## src/rtl/nx_indirect_access_arb.sv

```systemverilog
// Round-robin arbiter sharing one indirect-access array port between N_REQ controllers.
// Ownership moves only on a yield or a dropped req, so a command in progress is never cut off.
module nx_indirect_access_arb #(
   parameter int N_REQ       = 2,
   parameter int N_ADDR_BITS = 5,
   parameter int N_DATA_BITS = 64,
   parameter int MAX_HOLD    = 16,
   localparam int IW         = (N_REQ > 1) ? $clog2(N_REQ) : 1
) (
   input  logic                           clk,
   input  logic                           rst_n,
   input  logic [N_REQ-1:0]               req,
   input  logic [N_REQ-1:0]               yield,
   input  logic [N_REQ-1:0]               cs,
   input  logic [N_REQ-1:0]               we,
   input  logic [N_REQ*N_ADDR_BITS-1:0]   add,
   input  logic [N_REQ*N_DATA_BITS-1:0]   wdat,
   output logic [N_REQ-1:0]               grant,
   output logic [N_REQ-1:0]               yield_req,
   output logic [N_REQ-1:0]               rd_vld,
   output logic [N_DATA_BITS-1:0]         rd_dat,
   output logic [IW-1:0]                  owner_id,
   output logic                           err_cs_nogrant,
   output logic                           mem_cs,
   output logic                           mem_we,
   output logic [N_ADDR_BITS-1:0]         mem_add,
   output logic [N_DATA_BITS-1:0]         mem_wdat,
   input  logic [N_DATA_BITS-1:0]         mem_rdat
);

   localparam int HW = (MAX_HOLD > 0) ? $clog2(MAX_HOLD + 1) : 1;
   localparam logic [HW-1:0] HOLD_MAX = HW'(MAX_HOLD);

   localparam logic [0:0] ST_IDLE  = 1'b0;
   localparam logic [0:0] ST_OWNED = 1'b1;

   logic [0:0]       state;
   logic [IW-1:0]    last_owner;
   logic [HW-1:0]    hold_cnt;
   logic [HW-1:0]    hold_next;
   logic             hold_hit;
   logic             release_now;
   logic [N_REQ-1:0] others;
   logic [IW:0]      idle_pick;
   logic [IW:0]      rel_pick;

   // Returns {found, index}: first set bit scanning after+1 .. after, wrapping.
   function automatic logic [IW:0] rr_pick(input logic [N_REQ-1:0] mask,
                                           input logic [IW-1:0] after);
      logic [IW:0]   res;
      logic [IW-1:0] cand;
      int            idx;
      res = '0;
      for (int i = N_REQ; i >= 1; i--) begin
         idx = int'(after) + i;
         if (idx >= N_REQ) idx = idx - N_REQ;
         cand = IW'(idx);
         if (mask[cand]) res = {1'b1, cand};
      end
      return res;
   endfunction

   function automatic logic [N_REQ-1:0] to_onehot(input logic [IW-1:0] idx);
      logic [N_REQ-1:0] v;
      v = '0;
      for (int i = 0; i < N_REQ; i++) begin
         if (IW'(i) == idx) v[i] = 1'b1;
      end
      return v;
   endfunction

   assign others      = req & ~grant;
   assign release_now = (state == ST_OWNED) && (yield[owner_id] || !req[owner_id]);
   assign idle_pick   = rr_pick(req, last_owner);
   // The releasing owner is masked out, so it can only win again via IDLE.
   assign rel_pick    = rr_pick(others, owner_id);
   assign hold_next   = ((MAX_HOLD == 0) || (hold_cnt == HOLD_MAX)) ? hold_cnt : hold_cnt + 1'b1;
   assign hold_hit    = (MAX_HOLD != 0) && (hold_next >= HOLD_MAX);
   assign rd_dat      = mem_rdat;

   always_comb begin
      mem_cs   = 1'b0;
      mem_we   = 1'b0;
      mem_add  = '0;
      mem_wdat = '0;
      if (state == ST_OWNED) begin
         mem_cs   = cs[owner_id];
         mem_we   = we[owner_id];
         mem_add  = add[int'(owner_id)*N_ADDR_BITS +: N_ADDR_BITS];
         mem_wdat = wdat[int'(owner_id)*N_DATA_BITS +: N_DATA_BITS];
      end
   end

   always_ff @(posedge clk or negedge rst_n) begin
      if (!rst_n) begin
         state          <= ST_IDLE;
         grant          <= '0;
         yield_req      <= '0;
         rd_vld         <= '0;
         owner_id       <= '0;
         last_owner     <= IW'(N_REQ - 1);
         hold_cnt       <= '0;
         err_cs_nogrant <= 1'b0;
      end else begin
         err_cs_nogrant <= |(cs & ~grant);
         // grant still names the issuer here, even if ownership moves on this edge.
         rd_vld         <= (mem_cs && !mem_we) ? grant : '0;
         case (state)
            ST_IDLE: begin
               if (idle_pick[IW]) begin
                  state      <= ST_OWNED;
                  grant      <= to_onehot(idle_pick[IW-1:0]);
                  owner_id   <= idle_pick[IW-1:0];
                  last_owner <= idle_pick[IW-1:0];
                  hold_cnt   <= '0;
                  yield_req  <= '0;
               end
            end
            default: begin
               if (release_now) begin
                  hold_cnt  <= '0;
                  yield_req <= '0;
                  if (rel_pick[IW]) begin
                     grant      <= to_onehot(rel_pick[IW-1:0]);
                     owner_id   <= rel_pick[IW-1:0];
                     last_owner <= rel_pick[IW-1:0];
                  end else begin
                     state <= ST_IDLE;
                     grant <= '0;
                  end
               end else begin
                  hold_cnt  <= hold_next;
                  yield_req <= (hold_hit && (|others)) ? grant : '0;
               end
            end
         endcase
      end
   end

endmodule

```

## config.mk

```make
export PLATFORM = sky130hd
export DESIGN_NAME = nx_indirect_access_arb
export DESIGN_NICKNAME = d
export VERILOG_FILES = /design/src/rtl/nx_indirect_access_arb.sv
export SDC_FILE = /design/constraint.sdc
export NUM_CORES = 1
export LEC_CHECK = 0
export BUFFER_PORTS_ARGS = -buffer_cell sky130_fd_sc_hd__buf_2
export CORE_AREA = 2 2 137 139
export DETAILED_ROUTE_END_ITERATION = 7
export DIE_AREA = 0 0 139 141
export GPL_TIMING_DRIVEN = 0
export PLACE_DENSITY_LB_ADDON = 0.2
export REMOVE_ABC_BUFFERS = 1
export SLEW_MARGIN = 10
export SYNTH_ARGS = -nofsm -noshare
export SYNTH_HDL_FRONTEND = slang
export SYNTH_SLANG_ARGS = --single-unit
```

## constraint.sdc

```tcl
create_clock -name clk -period 4.64 [get_ports clk]
set_clock_uncertainty 0.2 [all_clocks]
set_input_delay 0.464 -clock clk [delete_from_list [all_inputs] [get_ports clk]]
set_output_delay 0.464 -clock clk [all_outputs]
set_load 0.05 [all_outputs]
```

==> qor.yml <==
flow_run:
  drv_cap: 0
clocking:
  cts_setup_buffers: 0
  cts.repair.resized: 0
  cts_buffers: 3
  cts_buffer_depth: 2
  tritoncts: "done"
  cts_htree_levels: 1
  clock_sinks: 15
  clkTransAtPathRegs_ns: 0.05
  cts-root-buf: "clkbuf_16"
  clk-insertion-delay-late_ns: 0.24
critical_path:
  crit_fanout: 53
  critPathKind: "reg2out"
  cp.required_ns: 3.98
  startpoint_type: "flip-flop"
  crit_arrival_ns: 2.08
  cp-end-kind: "output port"
finish:
  postLayoutCoreUtil: 0.1903
  area_delta_synth_final_pct: 41.42
  final_common_cell: "buf_2"
  layout_common_cells: "buf_2, nor2b_1, mux2i_1"
  fin_nets: 662
  layout-drive-gt1-share: 0.5391
power_and_ir_drop:
  vdd_drop_max_uv: 373.7
  pwr-share-clk: 0.063
  comb_power_share: 0.827
  swShare: 0.6487
  internal_power_w: 0.0009295
  power_frac_seq: 0.110
  leakagePower_nw: 1.899
  powerDensity_nw_per_um2: 760.9
  p_sw_w: 0.001716
yosys:
  async_flop_share: 1.000
  synthFlopType: "dfrtp_1"
  synth_cell_types: 35
  ys_seq_area_frac: 0.1532
  synth-edff-count: 0
  yosysWarnings: 0
  synth_cells: 294
  synth_largest_area_cell: "mux2i_1"
  synth_top_area_share: 0.2850
  syn_area_sq_um: 2459
  ys_top_cells_by_area: "mux2i_1, buf_4, nor2b_1"
  syn_avg_cell_area_sq_um: 8.363
  synth-seq-cells: 15
sta:
  hold_viol: 0
  maxSlewViolCount: 0
  slew_headroom: 0.5643
  whs_ns: 0.2550
  fin_crit_ns: 2.741
  clock.fmax_ghz: 0.3648
  rsz0062_at_grt: "false"
  tightest_slew_ns: 0.6500
  setup_viol_count_final: 0
  post-route-period-util: 0.5908
floorplanning:
  initial_core_util: 0.1346
  core-area_sq_um: 18270
  die_w_um: 139
  ios: 355
  die_h_um: 141
  dieArea_sq_um: 19600
  rows: 50
global_route:
  grt_max_degree: 54
  grt_pass1_vias: 2664
  grt-ovfl-total: 0
  grt_usage: 0.1412
  grt_pass1_wl_um: 20020
  antenna_found_initial: 11
drt:
  via_per_inst: 3.947
  dr.pass1.iters: 4
  drt-initial-drc-count: 70
  via_count: 2696
  drc: 0
  drt_wl_total_um: 14940
  wl_per_cell_um: 21.87
  ant_nets: 0
place:
  gp_congestion: 0.8086
  place_hpwl_um: 13000
  io_buffers: 226
worst_hold_path:
  hold_path.class: "in2reg"
outcome:
  outcome: "finished clean"
[power groups by stage]
stage / sequential [W] / clock [W] / combinational, W
after floorplan: 0.000420 / 0 / 0.00159
after global placement: 0.000430 / 0 / 0.00212
after detailed placement: 0.000299 / 0 / 0.00220
after CTS: 0.000297 / 0.000171 / 0.00221
after global routing: 0.000308 / 0.000178 / 0.00230
final: 0.000292 / 0.000167 / 0.00219
[state kept, by name (all words and copies together), names as in the netlist]
register	cells
grant	2
err_cs_nogrant	1
yield_req	2
state	1
last_owner	1
owner_id	1
rd_vld	2
hold_cnt	5
[metal layers]
metal,part of all wire,wire length (um),global-route usage,vias to the layer above
met5,0.0096,143,0.04261,-
met4,0.0019,29,0.007974,10
met3,0.24,3546,0.1603,14
met2,0.39,5770,0.1869,273
met1,0.36,5448,0.1531,1167
li1,-,-,-,1232
[per-stage QoR]
stage | setup TNS [ns] | cell area [sq um] | instances | setup WS (ns) | total power (W)
after floorplan | -0.1666 | 1906 | 214 | -0.1666 | 0.002011
after global placement | -2.716 | 3329 | 674 | -0.4209 | 0.002554
after detailed placement | 0 | 3382 | 676 | 2.086 | 0.002504
after CTS | 0 | 3472 | 681 | 1.823 | 0.002678
after global routing | 0 | 3472 | 681 | 1.800 | 0.002786
final | 0 | 3477 | 683 | 1.899 | 0.002646
[critical path, cell delays in order (launching register included)]
cell     delay (ns)
dfrtp_4        0.73
buf_16         0.34
mux2i_1        0.37
nor2b_1        0.09
buf_2          0.23
[area by class of cell]
type | instances | area [sq um]
flip-flops and latches | 15 | 381.6
diodes | 2 | 5.005
fillers | 2100 | 14790
clock inverters | 1 | 5.005
clock buffers | 3 | 75.07
repair buffers | 229 | 1189
multi-input cells | 192 | 1503
well taps | 234 | 292.8
inverters | 7 | 26.28
[Yosys cell counts, types with 3 or more instances]
cell      instances
o21ai_0           3
nor2b_1          73
buf_2             7
nand2_1           5
inv_1             7
a21oi_1           6
clkbuf_1          8
dfrtp_1          14
a21o_1            3
a32o_1            3
mux2i_1          70
or3_1             3
nor2_1            4
buf_4            65
[path summary, 6_finish.rpt]
| path | startpoint | end | slack [ns] | cells past startpoint |
|---|---|---|---|---|
| worst max-delay path | owner_id$_DFFE_PN0P_ | mem_wdat[40] | 1.90 | 4 |
| min in group asynchronous | rst_n | owner_id$_DFFE_PN0P_ | 0.46 | 2 |
| worst max register to register | owner_id$_DFFE_PN0P_ | yield_req[1]$_DFFE_PN0P_ | 2.65 | 4 |
| max in group asynchronous | rst_n | last_owner$_DFFE_PN1P_ | 3.48 | 2 |
| worst min register to register | last_owner$_DFFE_PN1P_ | last_owner$_DFFE_PN1P_ | 0.25 | 2 |
| worst min-delay path | cs[1] | err_cs_nogrant$_DFF_PN0_ | 0.25 | 2 |
[timing repair]
| action | in CTS | in global routing |
|---|---|---|
| hold buffers | 1 | 0 |
| endpoints found under the hold margin | 14 | 0 |
| setup endpoints to repair | 0 | 0 |
[kinds of logic after synthesis]
logic type,synth area share
mux,0.2850
xor+xnor,0.003563
flops,0.1532
buf+inv,0.2356
fa+ha+maj,0.01018
simple gates,0.2489
compound gates,0.06361
No activity file was read; power rests on OpenSTA's default activity.
